<file path="src/rtl/irq_controller_8_pkg.sv">
// Shared definitions for the 8-channel interrupt controller.
package irq_controller_8_pkg;

  localparam int IRQ_CHANNELS = 8;
  localparam int IRQ_ID_W     = 3;

  // Handshake FSM states: IDLE looks for a request, REQ holds one until ack.
  typedef enum logic {
    IDLE = 1'b0,
    REQ  = 1'b1
  } irq_state_e;

  // One-hot vector selecting the channel with the given index.
  function automatic logic [IRQ_CHANNELS-1:0] id_to_onehot(input logic [IRQ_ID_W-1:0] id);
    logic [IRQ_CHANNELS-1:0] vec;
    vec = 8'h01 << id;
    return vec;
  endfunction

endpackage

</file>
<file path="src/rtl/irq_controller_8_priority_encoder_8to3.sv">
// 8-to-3 priority encoder: bit 7 wins, valid when any bit is set.
module priority_encoder_8to3
  import irq_controller_8_pkg::*;
(
  input  logic [IRQ_CHANNELS-1:0] in,
  output logic [IRQ_ID_W-1:0]     out,
  output logic                    valid
);

  // Highest set bit selects the output index.
  always_comb begin
    out   = 3'd0;
    valid = |in;
    casez (in)
      8'b1???????: out = 3'd7;
      8'b01??????: out = 3'd6;
      8'b001?????: out = 3'd5;
      8'b0001????: out = 3'd4;
      8'b00001???: out = 3'd3;
      8'b000001??: out = 3'd2;
      8'b0000001?: out = 3'd1;
      8'b00000001: out = 3'd0;
      default:     out = 3'd0;
    endcase
  end

endmodule

</file>
<file path="src/rtl/irq_controller_8.sv">
// 8-channel interrupt front end: edge/level capture, pending state, mask,
// priority selection and a req/ack handshake that presents one id at a time.
module irq_controller_8
  import irq_controller_8_pkg::*;
#(
  parameter logic [IRQ_CHANNELS-1:0] EDGE_MODE  = 8'hFF,
  parameter logic [IRQ_CHANNELS-1:0] MASK_RESET = 8'h00
) (
  input  logic                    clk,
  input  logic                    rst,
  input  logic [IRQ_CHANNELS-1:0] irq_in,
  input  logic                    mask_we,
  input  logic [IRQ_CHANNELS-1:0] mask_wdata,
  input  logic                    irq_ack,
  output logic                    irq_req,
  output logic [IRQ_ID_W-1:0]     irq_id,
  output logic [IRQ_CHANNELS-1:0] pending,
  output logic [IRQ_CHANNELS-1:0] mask
);

  logic [IRQ_CHANNELS-1:0] in_q_r;
  logic [IRQ_CHANNELS-1:0] pend_edge_r;
  logic [IRQ_CHANNELS-1:0] mask_r;
  irq_state_e              state_r;
  logic [IRQ_ID_W-1:0]     id_r;
  logic                    req_r;

  logic [IRQ_CHANNELS-1:0] rise_s;
  logic [IRQ_CHANNELS-1:0] clr_s;
  logic [IRQ_CHANNELS-1:0] pend_edge_next_s;
  logic [IRQ_CHANNELS-1:0] pending_s;
  logic [IRQ_CHANNELS-1:0] eligible_s;
  logic [IRQ_ID_W-1:0]     enc_out_s;
  logic                    enc_valid_s;
  irq_state_e              state_next_s;
  logic [IRQ_ID_W-1:0]     id_next_s;

  // Edge channels keep a latched bit; level channels mirror the registered input.
  assign rise_s     = irq_in & ~in_q_r;
  assign pending_s  = (pend_edge_r & EDGE_MODE) | (in_q_r & ~EDGE_MODE);
  assign eligible_s = pending_s & ~mask_r;

  priority_encoder_8to3 u_enc (
    .in    (eligible_s),
    .out   (enc_out_s),
    .valid (enc_valid_s)
  );

  // Clear vector for the serviced channel; acks outside REQ do nothing.
  always_comb begin
    clr_s = 8'h00;
    if ((state_r == REQ) && irq_ack) begin
      clr_s = id_to_onehot(id_r);
    end else begin
      clr_s = 8'h00;
    end
  end

  // A new rise is OR-ed in after the clear so it survives a same-cycle ack.
  assign pend_edge_next_s = ((pend_edge_r & ~clr_s) | rise_s) & EDGE_MODE;

  // Handshake next-state: grant latches the encoder id, ack releases it.
  always_comb begin
    state_next_s = state_r;
    id_next_s    = id_r;
    case (state_r)
      IDLE: begin
        if (enc_valid_s) begin
          state_next_s = REQ;
          id_next_s    = enc_out_s;
        end else begin
          state_next_s = IDLE;
        end
      end
      REQ: begin
        if (irq_ack) begin
          state_next_s = IDLE;
        end else begin
          state_next_s = REQ;
        end
      end
      default: state_next_s = IDLE;
    endcase
  end

  // State, capture and mask registers with synchronous reset.
  always_ff @(posedge clk) begin
    if (rst) begin
      in_q_r      <= 8'h00;
      pend_edge_r <= 8'h00;
      mask_r      <= MASK_RESET;
      state_r     <= IDLE;
      id_r        <= 3'd0;
      req_r       <= 1'b0;
    end else begin
      in_q_r      <= irq_in;
      pend_edge_r <= pend_edge_next_s;
      if (mask_we) begin
        mask_r <= mask_wdata;
      end
      state_r     <= state_next_s;
      id_r        <= id_next_s;
      req_r       <= (state_next_s == REQ);
    end
  end

  assign irq_req = req_r;
  assign irq_id  = id_r;
  assign pending = pending_s;
  assign mask    = mask_r;

endmodule

</file>
<file path="config.mk">
export PLATFORM = sky130hd
export DESIGN_NAME = irq_controller_8
export DESIGN_NICKNAME = d
export VERILOG_FILES = /design/src/rtl/irq_controller_8_pkg.sv /design/src/rtl/irq_controller_8_priority_encoder_8to3.sv /design/src/rtl/irq_controller_8.sv
export SDC_FILE = /design/constraint.sdc
export NUM_CORES = 1
export LEC_CHECK = 0
export BUFFER_PORTS_ARGS = -buffer_cell sky130_fd_sc_hd__buf_2
export CORE_MARGIN = 3
export CORE_UTILIZATION = 51
export CTS_BUF_LIST = sky130_fd_sc_hd__clkbuf_16
export CTS_CLUSTER_DIAMETER = 80
export DETAILED_ROUTE_END_ITERATION = 6
export MAX_ROUTING_LAYER = met4
export PLACE_DENSITY = 0.82
export SYNTH_ARGS = -nofsm -noshare
export SYNTH_HDL_FRONTEND = slang
export SYNTH_SLANG_ARGS = --single-unit
</file>
<file path="constraint.sdc">
create_clock -name clk -period 3.6 [get_ports clk]
set_input_delay 0.36 -clock clk [delete_from_list [all_inputs] [get_ports clk]]
set_output_delay 0.36 -clock clk [all_outputs]
set_load 0.01 [all_outputs]
</file>
==> impl_metrics.json, run 1 <==
{
  "cp-start-kind": "flip-flop",
  "grt_max_degree": 29,
  "synth_area_per_cell_um2": 9.836,
  "synth_mux_area_share_pct": 7.965,
  "postCtsHoldBufs": 0,
  "drcViolationCount": 0,
  "r2r_cells": 4,
  "synth_area_leader_cell": "dfxtp_1",
  "synthDistinctLibCells": 24,
  "relSlewSlack_pct": 66.34,
  "fin_skew_ns": 0.005068,
  "antenna_cells": 0,
  "fp-row-count": 16,
  "post_drt_wl_per_cell_um": 13.55,
  "cellPowerDensity_nw_per_um2": 546.7,
  "syn_to_final_growth_pct": 27.99,
  "start_util_pct": 55.94,
  "antenna_left": 0,
  "synth_warnings": 0,
  "nFillCells": 161,
  "die_h_um": 53.10,
  "outcome": "complete, no violations",
  "slew_violations": 0,
  "htreeDepth": 1,
  "drive_above_1_share_pct": 31.17,
  "syn_nets": 135,
  "worstMarginPinSlew_ns": 0.5048,
  "crit_type": "reg2reg",
  "grt_pass1_wl_um": 3981,
  "drv_cap": 0,
  "drt_iter0_drc": 18,
  "power.total_mw": 0.7914,
  "synthXorXnorAreaFrac_pct": 0,
  "synth_flop_cell": "dfxtp_1",
  "drt-met1-wl_um": 1052,
  "hold_viol": 0,
  "hold_depth": 2,
  "path_cells": "nor2b_1, nor4b_4, a211oi_1, a221oi_2",
  "synth_area_leaders": "dfxtp_1 (50%), nand2b_1 (8.8%), mux2i_1 (8.0%), nor2b_1 (5.0%), a21oi_1 (4.0%)",
  "gp_congestion": 0.8703,
  "coreArea_um2": 2022,
  "firstDrtPassIters": 4,
  "fin_tns_setup_ns": 0,
  "worstHoldStart": "irq_in[3]",
  "r2r_start": "pending[5]$_SDFF_PP0_",
  "crit_family": "simple AND/OR/NAND/NOR gates",
  "crit_start": "pending[5]$_SDFF_PP0_",
  "root_buffer": "clkbuf_16",
  "overflow": 0,
  "clock_latency_ns": 0.26,
  "p_leak_nw": 0.6759,
  "synth_top_family_by_area": "simple AND/OR/NAND/NOR gates",
  "min_period_over_period_pct": 37.85,
  "cp_num_cells": 4,
  "route.met3.wl_um": 127,
  "rsz0062_at_grt": "no",
  "dr.max_layer_used": "met4",
  "cts_tree": "done",
  "min_path_type": "in2reg",
  "fmax_ghz": 0.7338,
  "multi_input_area_um2": 541.8,
  "required_ns": 3.78,
  "synthSimpleGateAreaFrac_pct": 24.56,
  "ctsResizeCount": 0,
  "peakVddDrop_uv": 336.2,
  "grt_pass1_vias": 912,
  "critPathMaxFanout": 4,
  "post_cts_buffers": 0,
  "netlist.area_leader.share_pct": 49.56,
  "async_flop_share_pct": 0,
  "cts_sinks": 28,
  "vias_per_cell": 5.238,
  "syn_inst": 115,
  "synth_compound_area_share_pct": 15.38,
  "synthesis.area_um2": 1131,
  "io_buffers": 39,
  "clock_path_buffers": 2,
  "seq_area_um2": 560.5,
  "wl_um": 2452,
  "arrival_ns": 1.54,
  "synth-adder-area-share_pct": 0,
  "crit_buf_inv": 0,
  "yosysSeqAreaShare_pct": 49.56,
  "numCtsBuffers": 3,
  "cpPeakStageDelay_ns": 0.35,
  "ios": 40,
  "setup_viol": 0,
  "vias": 948,
  "period_needed_ns": 1.363,
  "nNetsFinal": 175,
  "route.met2.wl_um": 1225,
  "crit_path_top_delay_cell": "dfxtp_1",
  "antenna_found_initial": 0,
  "endpoint_kind": "flip-flop",
  "synth.ff_latch_count": 28,
  "synth_edf_count": 0,
  "clk_pin_slew_ns": 0.07,
  "die_area_um2": 2819,
  "die_w_um": 53.10,
  "dp_hpwl_um": 1752,
  "track_usage_pct": 20.17
}
==> report_power, final <==
part	switching [mW]	total [mW]	internal (mW)
Sequential	0.0210	0.354	0.333
Combinational	0.0593	0.115	0.0555
Clock	0.101	0.322	0.221
Total	0.181	0.791	0.610
==> stage by stage <==
| stage | instance area, um^2 | std cells | hold WS (ns) | worst slack, ns | utilization, % |
|---|---|---|---|---|---|
| after detailed placement | 1343 | 177 | 0.4764 | 2.270 | 66.40 |
| after CTS | 1448 | 181 | 0.3265 | 2.234 | 71.60 |
| after global placement | 1343 | 177 | 0.4718 | 2.322 | 66.40 |
| after global routing | 1448 | 181 | 0.3305 | 2.142 | 71.60 |
| after floorplan | 1131 | 115 | 0.4625 | 2.333 | - |
| final | 1448 | 181 | 0.3252 | 2.237 | 71.60 |
==> synth_stat cells, drive strengths merged (3+ instances only) <==
cell	instances
buf	4
dfxtp	28
o21ai	8
nand2	4
mux2i	9
nor2b	11
nand2b	16
nor2	8
a21oi	9
inv	3
==> routing by layer <==
layer | track usage [%] | vias to the layer above
met3 | 4.507 | 6
met2 | 33.26 | 33
met5 | - | -
met4 | 8.936 | 0
li1 | - | 473
met1 | 23.40 | 436
==> sequential cells by signal (all words and copies together) (netlist names) <==
| signal | count |
|---|---|
| in_q_r | 8 |
| irq_id | 3 |
| irq_req | 1 |
| mask | 8 |
| pending | 8 |
==> worst register-to-register path, delay by kind of cell, from the launching register on <==
| kind | cells | cell delay [ns] |
|---|---|---|
| AOI/OAI and AO/OA | 2 | 0.44 |
| and+or+nand+nor | 2 | 0.49 |
| DFF | 1 | 0.35 |
==> layout make-up <==
class	count	area share, %
Sequential cell	28	38.72
Tap cell	27	2.334
Timing Repair Buffer	39	13.48
Clock buffer	3	5.186
Inverter	3	0.7779
Clock inverter	1	2.074
Multi-Input combinational cell	80	37.42
==> cell families (layout without fill, tap and decap cells) <==
| group | after synthesis | in the layout |
|---|---|---|
| AO/OA/AOI/OAI | 27 | 27 |
| buffers and inverters | 7 | 46 |
| AND/OR/NAND/NOR | 44 | 44 |
| flip-flops | 28 | 28 |
| multiplexers | 9 | 9 |
==> path summary, 6_finish.rpt <==
| kind | endpoint | slack (ns) |
|---|---|---|
| setup / recovery | irq_id[0]$_SDFFE_PP0P_ | 2.24 |
| hold reg to reg | pending[4]$_SDFF_PP0_ | 0.49 |
| setup reg to reg | irq_id[0]$_SDFFE_PP0P_ | 2.24 |
| hold / removal | in_q_r[3]$_SDFF_PP0_ | 0.33 |
==> cells in the final DEF (no fill, tap or decap), drive strengths merged, types with 3 or more instances in the layout <==
cell and instances:
o21ai 8, buf 39, nor2b 11, dfxtp 28, nand2b 16, mux2i 9
nor2 8, inv 3, a21oi 9, nand2 4, clkbuf 3
Power figures use the tool's default switching activity.
==> run 2, diff against run 1 <==
- CORE_UTILIZATION: 51 -> 48
- PLACE_DENSITY: 0.82 -> 0.77
- clock period: 3.6 -> 1.34 ns (I/O delays scaled with it)
==> run 2 against run 1 <==
Compared with the run above:
- register-to-register slack got worse by 2.2 ns
- global-route usage increased by 0.46 points
- first-iteration DRC count rose by 50%
- critical path depth unchanged
- clock power is 110% higher
- routed wire length increased by 6.0%
- die area grew 5.5%
- sequential power grew to 2.7 times the previous value
- worst setup slack worse by 2.2 ns
- fmax up 2.0%
- utilization is 2.6 points lower
- sequential cell count is the same
- largest cell class unchanged
- largest power group unchanged
==> impl_metrics.json, run 2 (same netlist as run 1, synthesis figures left out) <==
{
  "setup_viol": 0,
  "period_needed_ns": 1.336,
  "die_w_um": 54.55,
  "setup_slack_ns": 0.003735,
  "multi_input_area_um2": 558.0,
  "grt_pass1_vias": 975,
  "min_period_over_period_pct": 99.72,
  "clock_latency_ns": 0.26,
  "die_area_um2": 2975,
  "clock_path_buffers": 2,
  "min_path_type": "in2reg",
  "fp-row-count": 16,
  "p_leak_nw": 0.6735,
  "final_common_cell": "buf_2",
  "wl_um": 2598,
  "final_cell_mix": "buf_2 (39), dfxtp_1 (24), nand2b_1 (15)",
  "dp_hpwl_um": 1935,
  "root_buffer": "clkbuf_16",
  "crit_type": "reg2reg",
  "syn_to_final_growth_pct": 28.21,
  "post-place-ws_ns": 0.001618,
  "relSlewSlack_pct": 78.44,
  "drcViolationCount": 0,
  "use_met1_pct": 24.33,
  "final_util_pct": 68.99,
  "cp-start-kind": "flip-flop",
  "io_buffers": 39,
  "htreeDepth": 1,
  "crit_path_top_delay_cell": "nor4b_4",
  "seq_area_um2": 565.5,
  "ios": 40,
  "drt_iter0_drc": 27,
  "drive_above_1_share_pct": 36.13,
  "postCtsHoldBufs": 0,
  "fin_tns_setup_ns": 0,
  "nNetsFinal": 176,
  "gp_congestion": 0.8624,
  "grt_use_met2_pct": 34.66,
  "firstDrtPassIters": 4,
  "coreArea_um2": 2102,
  "reg2reg_slack_ns": 0.004,
  "numCtsBuffers": 3,
  "busiest_layer": "met2",
  "fmax_ghz": 0.7484,
  "post_drt_wl_per_cell_um": 14.27,
  "die_h_um": 54.55,
  "antenna_left": 0,
  "critPathMaxFanout": 4,
  "cts_sinks": 28,
  "worstMarginPinSlew_ns": 0.3221,
  "antenna_found_initial": 0,
  "nFillCells": 181,
  "hold_viol": 0,
  "arrival_ns": 1.51,
  "clk_pin_slew_ns": 0.06,
  "fin_skew_ns": 0.002054,
  "cellPowerDensity_nw_per_um2": 1341,
  "vias": 985,
  "grt_max_degree": 16,
  "grt_pass1_wl_um": 4229,
  "slew_violations": 0,
  "cpPeakStageDelay_ns": 0.37,
  "overflow": 0,
  "drv_cap": 0,
  "vias_per_cell": 5.412,
  "antenna_cells": 0,
  "use_met3_pct": 4.360,
  "cts_tree": "done",
  "path_cells": "nor2b_4, nor4b_4, a211oi_2, a221oi_2",
  "track_usage_pct": 20.63,
  "start_util_pct": 53.81,
  "power.total_mw": 1.945,
  "required_ns": 1.51,
  "rsz0062_at_grt": "yes",
  "endpoint_kind": "flip-flop",
  "peakVddDrop_uv": 999.7,
  "whs_ns": 0.09765,
  "outcome": "complete, no violations"
}
run 2: worst max-delay path, delay by kind of cell, from the launching register on:
kind            cells  cell delay, ns
compound gates      2            0.42
flops               1            0.33
simple gates        2            0.51
run 2: worst paths after layout:
kind	start	endpoint	depth (start not counted)
worst min register to register	in_q_r[6]$_SDFF_PP0_	pending[6]$_SDFF_PP0_	2
worst min-delay path	irq_in[6]	in_q_r[6]$_SDFF_PP0_	2
worst max-delay path	pending[4]$_SDFF_PP0_	irq_id[0]$_SDFFE_PP0P_	4
worst max register to register	pending[4]$_SDFF_PP0_	irq_id[0]$_SDFFE_PP0P_	4
run 2: per-stage QoR:
step	cells	instance area, um^2
finish	182	1450
global route	182	1450
CTS	182	1435
detailed placement	178	1350
global placement	178	1350
floorplan	115	1131
run 2: what timing repair did:
item | 4_1_cts | 5_1_grt
setup endpoints to repair | 1 | 3
pin swaps | 2 | 1
gates resized for setup | 2 | 6
setup buffers | 0 | 0
run 2: power breakdown:
group | internal (mW) | switching, mW | leakage (nW)
Sequential | 0.898 | 0.0593 | 0.234
Clock | 0.400 | 0.269 | 0.0385
Combinational | 0.157 | 0.163 | 0.401
Total | 1.45 | 0.491 | 0.674
run 2: area by class of cell:
cell class / instances / area share, %
clock buffers: 3 / 5.177
clock inverters: 1 / 0.2588
inverters: 3 / 0.7765
multi-input cells: 80 / 38.48
flip-flops and latches: 28 / 39.00
well taps: 27 / 2.330
repair buffers: 40 / 13.98
run 2: per-layer routing:
layer	share of wire, %	routed length [um]
met1	43	1111
met2	49	1280
met3	6.3	163
met4	1.6	42
met5	0	0
